[src/rtl/axi4_lite_csr_master_if.sv]
// AXI4-Lite bus bundle (AW, W, B, AR, R channels) shared by the CSR initiator and its slaves.
interface axi4_lite_if #(
    parameter int ADDR_W = 32
);
    logic              awvalid;
    logic              awready;
    logic [ADDR_W-1:0] awaddr;
    logic [2:0]        awprot;
    logic              wvalid;
    logic              wready;
    logic [31:0]       wdata;
    logic [3:0]        wstrb;
    logic              bvalid;
    logic              bready;
    logic [1:0]        bresp;
    logic              arvalid;
    logic              arready;
    logic [ADDR_W-1:0] araddr;
    logic [2:0]        arprot;
    logic              rvalid;
    logic              rready;
    logic [31:0]       rdata;
    logic [1:0]        rresp;

    modport master (
        output awvalid, awaddr, awprot, wvalid, wdata, wstrb, bready,
        output arvalid, araddr, arprot, rready,
        input  awready, wready, bvalid, bresp, arready, rvalid, rdata, rresp
    );

    modport slave (
        input  awvalid, awaddr, awprot, wvalid, wdata, wstrb, bready,
        input  arvalid, araddr, arprot, rready,
        output awready, wready, bvalid, bresp, arready, rvalid, rdata, rresp
    );
endinterface

[src/rtl/axi4_lite_csr_master.sv]
// Single-outstanding AXI4-Lite initiator turning a command stream into CSR reads/writes.
// Define AXI4_LITE_MASTER_TIMEOUT_EN to bound every AXI wait state by TIMEOUT_CYCLES.
module axi4_lite_csr_master #(
    parameter int ADDR_W         = 32,
    parameter int TIMEOUT_CYCLES = 1024
) (
    input  logic              clk_i,
    input  logic              rst_i,
    input  logic              cmd_valid_i,
    output logic              cmd_ready_o,
    input  logic              cmd_wr_i,
    input  logic [ADDR_W-1:0] cmd_addr_i,
    input  logic [31:0]       cmd_wdata_i,
    input  logic [3:0]        cmd_wstrb_i,
    output logic              rsp_valid_o,
    input  logic              rsp_ready_i,
    output logic              rsp_wr_o,
    output logic [31:0]       rsp_rdata_o,
    output logic [1:0]        rsp_resp_o,
    output logic              busy_o,
    output logic [2:0]        dbg_state_o,
    axi4_lite_if.master       csr_o
);
    // Handshakes (cmd, rsp, and every AXI channel): a beat transfers on the rising
    // clock edge where valid && ready; valid never depends on ready, payload is held while valid.
    typedef enum logic [2:0] {
        S_IDLE, S_WR_REQ, S_WR_RESP, S_RD_REQ, S_RD_RESP, S_RSP
    } state_e;

    if (TIMEOUT_CYCLES < 2) begin : g_bad_timeout
        $error("TIMEOUT_CYCLES must be >= 2");
    end

    state_e            state_q;
    logic              awvalid_q, wvalid_q, bready_q, arvalid_q, rready_q;
    logic [ADDR_W-1:0] awaddr_q, araddr_q;
    logic [31:0]       wdata_q;
    logic [3:0]        wstrb_q;
    logic              rsp_valid_q, rsp_wr_q;
    logic [31:0]       rsp_rdata_q;
    logic [1:0]        rsp_resp_q;
    logic              aw_done, w_done;

    // A channel is finished once its valid is already low or handshakes this cycle.
    assign aw_done = !awvalid_q || csr_o.awready;
    assign w_done  = !wvalid_q  || csr_o.wready;

`ifdef AXI4_LITE_MASTER_TIMEOUT_EN
    localparam int TMO_W = $clog2(TIMEOUT_CYCLES);
    logic [TMO_W-1:0] tmo_cnt_q;
    logic             tmo_flag_q;
    logic             tmo_hit;
    assign tmo_hit = (tmo_cnt_q == TMO_W'(TIMEOUT_CYCLES - 1));
`endif

    always_ff @(posedge clk_i or posedge rst_i) begin
        if (rst_i) begin
            state_q     <= S_IDLE;
            awvalid_q   <= 1'b0;
            wvalid_q    <= 1'b0;
            bready_q    <= 1'b0;
            arvalid_q   <= 1'b0;
            rready_q    <= 1'b0;
            awaddr_q    <= '0;
            araddr_q    <= '0;
            wdata_q     <= '0;
            wstrb_q     <= '0;
            rsp_valid_q <= 1'b0;
            rsp_wr_q    <= 1'b0;
            rsp_rdata_q <= '0;
            rsp_resp_q  <= '0;
`ifdef AXI4_LITE_MASTER_TIMEOUT_EN
            tmo_cnt_q   <= '0;
            tmo_flag_q  <= 1'b0;
`endif
        end else begin
`ifdef AXI4_LITE_MASTER_TIMEOUT_EN
            // Free-running; cleared on every entry into a wait state.
            tmo_cnt_q <= tmo_cnt_q + 1'b1;
`endif
            case (state_q)
                S_IDLE: begin
                    if (cmd_valid_i) begin
                        if (cmd_wr_i) begin
                            awaddr_q  <= cmd_addr_i;
                            wdata_q   <= cmd_wdata_i;
                            wstrb_q   <= cmd_wstrb_i;
                            awvalid_q <= 1'b1;
                            wvalid_q  <= 1'b1;
                            state_q   <= S_WR_REQ;
                        end else begin
                            araddr_q  <= cmd_addr_i;
                            arvalid_q <= 1'b1;
                            state_q   <= S_RD_REQ;
                        end
`ifdef AXI4_LITE_MASTER_TIMEOUT_EN
                        tmo_cnt_q <= '0;
`endif
                    end
                end
                S_WR_REQ: begin
                    if (csr_o.awready) awvalid_q <= 1'b0;
                    if (csr_o.wready)  wvalid_q  <= 1'b0;
                    if (aw_done && w_done) begin
                        bready_q <= 1'b1;
                        state_q  <= S_WR_RESP;
`ifdef AXI4_LITE_MASTER_TIMEOUT_EN
                        tmo_cnt_q <= '0;
                    end else if (tmo_hit) begin
                        awvalid_q   <= 1'b0;
                        wvalid_q    <= 1'b0;
                        rsp_valid_q <= 1'b1;
                        rsp_wr_q    <= 1'b1;
                        rsp_rdata_q <= '0;
                        rsp_resp_q  <= 2'b11;
                        tmo_flag_q  <= 1'b1;
                        state_q     <= S_RSP;
`endif
                    end
                end
                S_WR_RESP: begin
                    if (csr_o.bvalid) begin
                        bready_q    <= 1'b0;
                        rsp_valid_q <= 1'b1;
                        rsp_wr_q    <= 1'b1;
                        rsp_rdata_q <= '0;
                        rsp_resp_q  <= csr_o.bresp;
                        state_q     <= S_RSP;
`ifdef AXI4_LITE_MASTER_TIMEOUT_EN
                    end else if (tmo_hit) begin
                        bready_q    <= 1'b0;
                        rsp_valid_q <= 1'b1;
                        rsp_wr_q    <= 1'b1;
                        rsp_rdata_q <= '0;
                        rsp_resp_q  <= 2'b11;
                        tmo_flag_q  <= 1'b1;
                        state_q     <= S_RSP;
`endif
                    end
                end
                S_RD_REQ: begin
                    if (csr_o.arready) begin
                        arvalid_q <= 1'b0;
                        rready_q  <= 1'b1;
                        state_q   <= S_RD_RESP;
`ifdef AXI4_LITE_MASTER_TIMEOUT_EN
                        tmo_cnt_q <= '0;
                    end else if (tmo_hit) begin
                        arvalid_q   <= 1'b0;
                        rsp_valid_q <= 1'b1;
                        rsp_wr_q    <= 1'b0;
                        rsp_rdata_q <= '0;
                        rsp_resp_q  <= 2'b11;
                        tmo_flag_q  <= 1'b1;
                        state_q     <= S_RSP;
`endif
                    end
                end
                S_RD_RESP: begin
                    if (csr_o.rvalid) begin
                        rready_q    <= 1'b0;
                        rsp_valid_q <= 1'b1;
                        rsp_wr_q    <= 1'b0;
                        rsp_rdata_q <= csr_o.rdata;
                        rsp_resp_q  <= csr_o.rresp;
                        state_q     <= S_RSP;
`ifdef AXI4_LITE_MASTER_TIMEOUT_EN
                    end else if (tmo_hit) begin
                        rready_q    <= 1'b0;
                        rsp_valid_q <= 1'b1;
                        rsp_wr_q    <= 1'b0;
                        rsp_rdata_q <= '0;
                        rsp_resp_q  <= 2'b11;
                        tmo_flag_q  <= 1'b1;
                        state_q     <= S_RSP;
`endif
                    end
                end
                S_RSP: begin
                    if (rsp_ready_i) begin
                        rsp_valid_q <= 1'b0;
                        state_q     <= S_IDLE;
                    end
                end
                default: state_q <= S_IDLE;
            endcase
        end
    end

    assign cmd_ready_o   = (state_q == S_IDLE);
    assign busy_o        = (state_q != S_IDLE);
    assign dbg_state_o   = state_q;
    assign rsp_valid_o   = rsp_valid_q;
    assign rsp_wr_o      = rsp_wr_q;
    assign rsp_rdata_o   = rsp_rdata_q;
    assign rsp_resp_o    = rsp_resp_q;

    assign csr_o.awvalid = awvalid_q;
    assign csr_o.awaddr  = awaddr_q;
    assign csr_o.awprot  = 3'b000;
    assign csr_o.wvalid  = wvalid_q;
    assign csr_o.wdata   = wdata_q;
    assign csr_o.wstrb   = wstrb_q;
    assign csr_o.bready  = bready_q;
    assign csr_o.arvalid = arvalid_q;
    assign csr_o.araddr  = araddr_q;
    assign csr_o.arprot  = 3'b000;
    assign csr_o.rready  = rready_q;
endmodule
[src/flat_wrapper.sv]
// flat-port wrapper written by rule: the top's interface ports become plain ports
module axi4_lite_csr_master_flat 
#(
    parameter int ADDR_W         = 32,
    parameter int TIMEOUT_CYCLES = 1024
)
  (clk_i, rst_i, cmd_valid_i, cmd_ready_o, cmd_wr_i, cmd_addr_i, cmd_wdata_i, cmd_wstrb_i, rsp_valid_o, rsp_ready_i, rsp_wr_o, rsp_rdata_o, rsp_resp_o, busy_o, dbg_state_o, csr_o_awvalid, csr_o_awaddr, csr_o_awprot, csr_o_wvalid, csr_o_wdata, csr_o_wstrb, csr_o_bready, csr_o_arvalid, csr_o_araddr, csr_o_arprot, csr_o_rready, csr_o_awready, csr_o_wready, csr_o_bvalid, csr_o_bresp, csr_o_arready, csr_o_rvalid, csr_o_rdata, csr_o_rresp);
  axi4_lite_if #(.ADDR_W(ADDR_W)) csr_o_i ();
  input  logic clk_i;
  input  logic rst_i;
  input  logic cmd_valid_i;
  output logic cmd_ready_o;
  input  logic cmd_wr_i;
  input  logic [ADDR_W-1:0] cmd_addr_i;
  input  logic [31:0] cmd_wdata_i;
  input  logic [3:0] cmd_wstrb_i;
  output logic rsp_valid_o;
  input  logic rsp_ready_i;
  output logic rsp_wr_o;
  output logic [31:0] rsp_rdata_o;
  output logic [1:0] rsp_resp_o;
  output logic busy_o;
  output logic [2:0] dbg_state_o;
  output wire logic [$bits(csr_o_i.awvalid)-1:0] csr_o_awvalid;
  output wire logic [$bits(csr_o_i.awaddr)-1:0] csr_o_awaddr;
  output wire logic [$bits(csr_o_i.awprot)-1:0] csr_o_awprot;
  output wire logic [$bits(csr_o_i.wvalid)-1:0] csr_o_wvalid;
  output wire logic [$bits(csr_o_i.wdata)-1:0] csr_o_wdata;
  output wire logic [$bits(csr_o_i.wstrb)-1:0] csr_o_wstrb;
  output wire logic [$bits(csr_o_i.bready)-1:0] csr_o_bready;
  output wire logic [$bits(csr_o_i.arvalid)-1:0] csr_o_arvalid;
  output wire logic [$bits(csr_o_i.araddr)-1:0] csr_o_araddr;
  output wire logic [$bits(csr_o_i.arprot)-1:0] csr_o_arprot;
  output wire logic [$bits(csr_o_i.rready)-1:0] csr_o_rready;
  input wire logic [$bits(csr_o_i.awready)-1:0] csr_o_awready;
  input wire logic [$bits(csr_o_i.wready)-1:0] csr_o_wready;
  input wire logic [$bits(csr_o_i.bvalid)-1:0] csr_o_bvalid;
  input wire logic [$bits(csr_o_i.bresp)-1:0] csr_o_bresp;
  input wire logic [$bits(csr_o_i.arready)-1:0] csr_o_arready;
  input wire logic [$bits(csr_o_i.rvalid)-1:0] csr_o_rvalid;
  input wire logic [$bits(csr_o_i.rdata)-1:0] csr_o_rdata;
  input wire logic [$bits(csr_o_i.rresp)-1:0] csr_o_rresp;
  assign csr_o_awvalid = csr_o_i.awvalid;
  assign csr_o_awaddr = csr_o_i.awaddr;
  assign csr_o_awprot = csr_o_i.awprot;
  assign csr_o_wvalid = csr_o_i.wvalid;
  assign csr_o_wdata = csr_o_i.wdata;
  assign csr_o_wstrb = csr_o_i.wstrb;
  assign csr_o_bready = csr_o_i.bready;
  assign csr_o_arvalid = csr_o_i.arvalid;
  assign csr_o_araddr = csr_o_i.araddr;
  assign csr_o_arprot = csr_o_i.arprot;
  assign csr_o_rready = csr_o_i.rready;
  assign csr_o_i.awready = csr_o_awready;
  assign csr_o_i.wready = csr_o_wready;
  assign csr_o_i.bvalid = csr_o_bvalid;
  assign csr_o_i.bresp = csr_o_bresp;
  assign csr_o_i.arready = csr_o_arready;
  assign csr_o_i.rvalid = csr_o_rvalid;
  assign csr_o_i.rdata = csr_o_rdata;
  assign csr_o_i.rresp = csr_o_rresp;
  axi4_lite_csr_master #(.ADDR_W(ADDR_W), .TIMEOUT_CYCLES(TIMEOUT_CYCLES)) u_core (.clk_i(clk_i), .rst_i(rst_i), .cmd_valid_i(cmd_valid_i), .cmd_ready_o(cmd_ready_o), .cmd_wr_i(cmd_wr_i), .cmd_addr_i(cmd_addr_i), .cmd_wdata_i(cmd_wdata_i), .cmd_wstrb_i(cmd_wstrb_i), .rsp_valid_o(rsp_valid_o), .rsp_ready_i(rsp_ready_i), .rsp_wr_o(rsp_wr_o), .rsp_rdata_o(rsp_rdata_o), .rsp_resp_o(rsp_resp_o), .busy_o(busy_o), .dbg_state_o(dbg_state_o), .csr_o(csr_o_i));
endmodule
[config.mk]
export PLATFORM = sky130hd
export DESIGN_NAME = axi4_lite_csr_master_flat
export DESIGN_NICKNAME = d
export VERILOG_FILES = /design/src/rtl/axi4_lite_csr_master_if.sv /design/src/rtl/axi4_lite_csr_master.sv /design/src/flat_wrapper.sv
export SDC_FILE = /design/constraint.sdc
export NUM_CORES = 1
export LEC_CHECK = 0
export ABC_AREA = 1
export ABC_CLOCK_PERIOD_IN_PS = 6710
export CAP_MARGIN = 20
export CORE_AREA = 2 2 103 105
export DETAILED_ROUTE_END_ITERATION = 8
export DIE_AREA = 0 0 105 107
export DONT_BUFFER_PORTS = 1
export GPL_TIMING_DRIVEN = 1
export PLACE_DENSITY = 0.74
export SLEW_MARGIN = 25
export SYNTH_ARGS = -nofsm -noshare
export SYNTH_HDL_FRONTEND = slang
export SYNTH_SLANG_ARGS = --single-unit
[constraint.sdc]
create_clock -name clk_i -period 6.71 [get_ports clk_i]
set_input_delay 1.342 -clock clk_i [delete_from_list [all_inputs] [get_ports clk_i]]
set_output_delay 1.342 -clock clk_i [all_outputs]
set_load 0.05 [all_outputs]
* After elaboration in Yosys (flattened, before gate mapping)
Cells that the tools add are included.
Storage, ports and cells: register bits 144, output and inout port bits 152, word-level logic and storage cells 88
Operators by class: equal/unequal tests 15, muxes and demuxes 35, bitwise logic cells 1, reduce and logical (&&, ||, !) cells 23
Operator list (count):
- $mux 32 | 2
- $pmux 32 s2 | 1
- $mux 3 | 6
- $pmux 3 s6 | 1
- $ne 2x2->1 const B | 8
- $reduce_and 4->1 | 4
- $reduce_and 3->1 | 5
- $mux 1 | 14
- $pmux 1 s2 | 6
- $reduce_bool 2->1 | 5
- $eq 3x2->1 const B | 2
- $eq 3x3->1 const B | 2
- $mux 2 | 3
- $reduce_and 6->1 | 1
- $reduce_bool 3->1 | 2
- $ne 2x1->1 const B | 2
- $pmux 2 s2 | 1
- $eq 3x1->1 const B | 1
- $logic_not 3->1 | 1
- $pmux 1 s3 | 1
- $logic_not 1->1 | 2
- $logic_or 1x1->1 | 2
- $logic_and 1x1->1 | 1
- $not 1->1 | 1

* Longest topological paths before layout
depth after elaboration 5, mapped depth 11

* Least setup slack after synthesis
Ideal clock, no wire load.
path type register to output, start register u_core.state_q[1], in the netlist u_core.dbg_state_o[1], end output cmd_ready_o, arrival time 1.239 ns, required time 5.368 ns, setup slack 4.129 ns, cell stages (with the launch flop) 5, path buffers 1, cells stage by stage dfrtp_1 buf_2 inv_2 nand2_4 inv_6
Between the ends: cells in the longest elaborated chain, start to end 1
Ends and longest elaborated chain:
- start: declaration | RTL line axi4_lite_csr_master.sv:34 | state_e state_q;
- start signal: assignment | RTL line axi4_lite_csr_master.sv:58 | state_q <= S_IDLE;
- start signal: assignment | RTL line axi4_lite_csr_master.sv:90 | state_q <= S_WR_REQ;
- start signal: assignment | RTL line axi4_lite_csr_master.sv:94 | state_q <= S_RD_REQ;
- $logic_not 3->1 | RTL line axi4_lite_csr_master.sv:190 | assign cmd_ready_o = (state_q == S_IDLE);
- end: declaration | RTL line flat_wrapper.sv:12 | output logic cmd_ready_o;
Every way passes these cells.

* Worst setup path after layout
start register u_core.state_q[2], in the netlist u_core.dbg_state_o[2], end output cmd_ready_o
The elaborated chain is that of the path after synthesis.

==> flow_summary.ini <==
[global_routing]
grt_pass1_wl_mm = 20.5
antenna_found_initial = 0
grt_pass1_vias = 4117
grt_max_degree = 94
grt-ovfl-total = 0
grt.total_usage_pct = 23.3

[synthesis]
synthArstFlopShare_pct = 100
ys_types = 29
netlist.area_leader.share_pct = 60.7
synth_area_mm2 = 0.00593
ys_ff_latch = 144
synth-edff-count = 0
yosysMostFrequentCell = nand2_1
ys.warnings.count = 0
syn-instance-count = 652
synthTopCellsByArea = dfrtp_1 (61%), nand2_1 (19%), nand3_1 (4.0%)
synthFlopType = dfrtp_1
synth.largest_area_cell = dfrtp_1
synth_commonest_cells = nand2_1 (299), dfrtp_1 (144), nand3_1 (48)
ys_seq_area_share_pct = 60.7
syn_avg_cell_area_um2 = 9.10

[route]
num_vias = 4220
drt_first_pass_iters = 4
wl_per_cell_um = 16.6
first_iter_violations = 367
drc = 0
routed_wl_mm = 13.0
final_antenna_net_count = 0
via_per_inst = 5.38

[finish]
fin_nets = 753
fin_area_mm2 = 0.00640
areaGrowthSynthToFinish_pct = 7.89
nFillCells = 858
drive_gt1_share_pct = 10.3
num_antenna_cells = 0

[timing]
worst_slew_pin_slew_ns = 0.913
setup_viol = 0
grt_setup_unrepaired = no
finalMaxSlewViolations = 0
final.setup_skew_ns = 0.00840
maxSlewHeadroom_pct = 38.8
fin_tns_setup_ns = 0
finalHoldViolCount = 0
timing.final.crit_share_pct = 47.8
period_needed_ns = 3.21
fmax_mhz = 312

[placed_design]
place.gp.congestion = 0.820
dp_hpwl_mm = 9.22
placed_cell_area_mm2 = 0.00585
io_buffers = 0

[clocking]
cts_made_buffers = 17
ctsHtreeMaxLevel = 4
clk_latency_ns = 0.51
cts.sinks = 144
ctsLongestPathBuffers = 2
clkTransAtPathRegs_ns = 0.06
cts_root_buf = clkbuf_8
ctsHoldBuffers = 0
cts_resized = 0
postCtsSetupRepairBufs = 0
cts_tree = yes

[critical_path]
worstReg2RegEnd = u_core.csr_o.awvalid$_DFFE_PP0P_
r2r_setup_slack_ns = 3.60
crit_start = u_core.dbg_state_o[2]$_DFFE_PP0P_
cp_max_fo = 10
crit_path_end_kind = primary output
reg2reg_depth = 8
cp.required_ns = 5.37
r2r-start = u_core.dbg_state_o[2]$_DFFE_PP0P_
path_class = flip-flop to primary output
cp.arrival_ns = 1.87
cp-start-kind = flip-flop

[floorplanning]
core_area_mm2 = 0.0101
initial_core_util_pct = 58.8
fp-row-count = 37
num_io_pins = 266
die_w_um = 105
die_h_um = 107
die-area_mm2 = 0.0112

[min_path]
hold_path.class = input pin to asynchronous set/reset pin

[flow_run]
drv_cap = 0

[run_status]
status = completed
## worst max-delay path: stages, from the launching register on
cell and delay (ns):
dfrtp_1 0.91, nor2_8 0.09, nand2_4 0.24, inv_6 0.12
## metal layers
metal / wire [um] / vias up / track usage [%]
met5: 0 / - / 0
met4: 278 / 0 / 10.3
met3: 1310 / 24 / 9.36
met2: 6330 / 219 / 36.9
met1: 5080 / 2000 / 28.3
li1: - / 1977 / -
## layout by cell type (no fill, tap or decap), types with 2 or more instances in the layout
master      instances
nand2_1           299
dfrtp_1           144
nand3_1            48
inv_1              38
o21ai_0            25
clkbuf_16          16
o21ai_2            13
o21ai_1            10
nand2_2             8
conb_1              6
clkinvlp_4          5
inv_2               4
inv_6               4
clkbuf_8            4
nand2_4             3
nor2_1              3
nand4_1             3
clkinv_2            2
## cells by family after synthesis
| logic type | count (synthesis) | synth area share, % |
|---|---|---|
| other | 1 | 0.0632 |
| buffers and inverters | 85 | 7.99 |
| AOI/OAI and AO/OA | 52 | 5.38 |
| DFF | 144 | 60.7 |
| and+or+nand+nor | 370 | 25.8 |
## sequential cells by signal, summed over array words and instances, names as in the netlist
name	flops
u_core.csr_o.araddr	32
u_core.csr_o.awaddr	32
u_core.csr_o.wdata	32
u_core.rsp_rdata_o	32
u_core.csr_o.wstrb	4
u_core.dbg_state_o	3
u_core.rsp_resp_o	2
u_core.csr_o.arvalid	1
u_core.csr_o.awvalid	1
u_core.csr_o.bready	1
u_core.csr_o.rready	1
u_core.csr_o.wvalid	1
u_core.rsp_valid_o	1
u_core.rsp_wr_o	1
## how the worst max path moves through the flow
stage,end,depth (start not counted),slack (ns)
4_1_cts,cmd_ready_o,3,3.48
3_5_place_dp,u_core.csr_o.awvalid$_DFFE_PP0P_,8,3.61
3_3_place_gp,u_core.csr_o.awvalid$_DFFE_PP0P_,5,3.66
6_report,cmd_ready_o,3,3.50
2_1_floorplan,u_core.csr_o.araddr[0]$_DFFE_PP0P_,1,1.50
5_1_grt,u_core.csr_o.awvalid$_DFFE_PP0P_,8,3.37
## cell type report
| type | instances | area (um2) | share of cell area, % |
|---|---|---|---|
| Multi-Input combinational cell | 428 | 1880 | 29.3 |
| Tap cell | 136 | 170 | 2.66 |
| Inverter | 46 | 188 | 2.93 |
| Sequential cell | 144 | 3600 | 56.3 |
| Clock inverter | 9 | 86.3 | 1.35 |
| Clock buffer | 20 | 455 | 7.12 |
| Timing Repair Buffer | 2 | 18.8 | 0.293 |
## per-stage QoR
stage                     hold WS [ns]  instances  util [%]  setup slack (ns)
after floorplan                  0.750        657         -              1.50
after global placement           0.773        756      58.0              3.66
after detailed placement         0.780        756      58.0              3.61
after CTS                        0.783        785      63.4              3.48
after global routing             0.804        785      63.4              3.37
final                            0.779        785      63.4              3.50
Power is left out: the tool's default activity adds up to more than one toggle a clock period on the data nets, which glitch-free logic cannot reach.
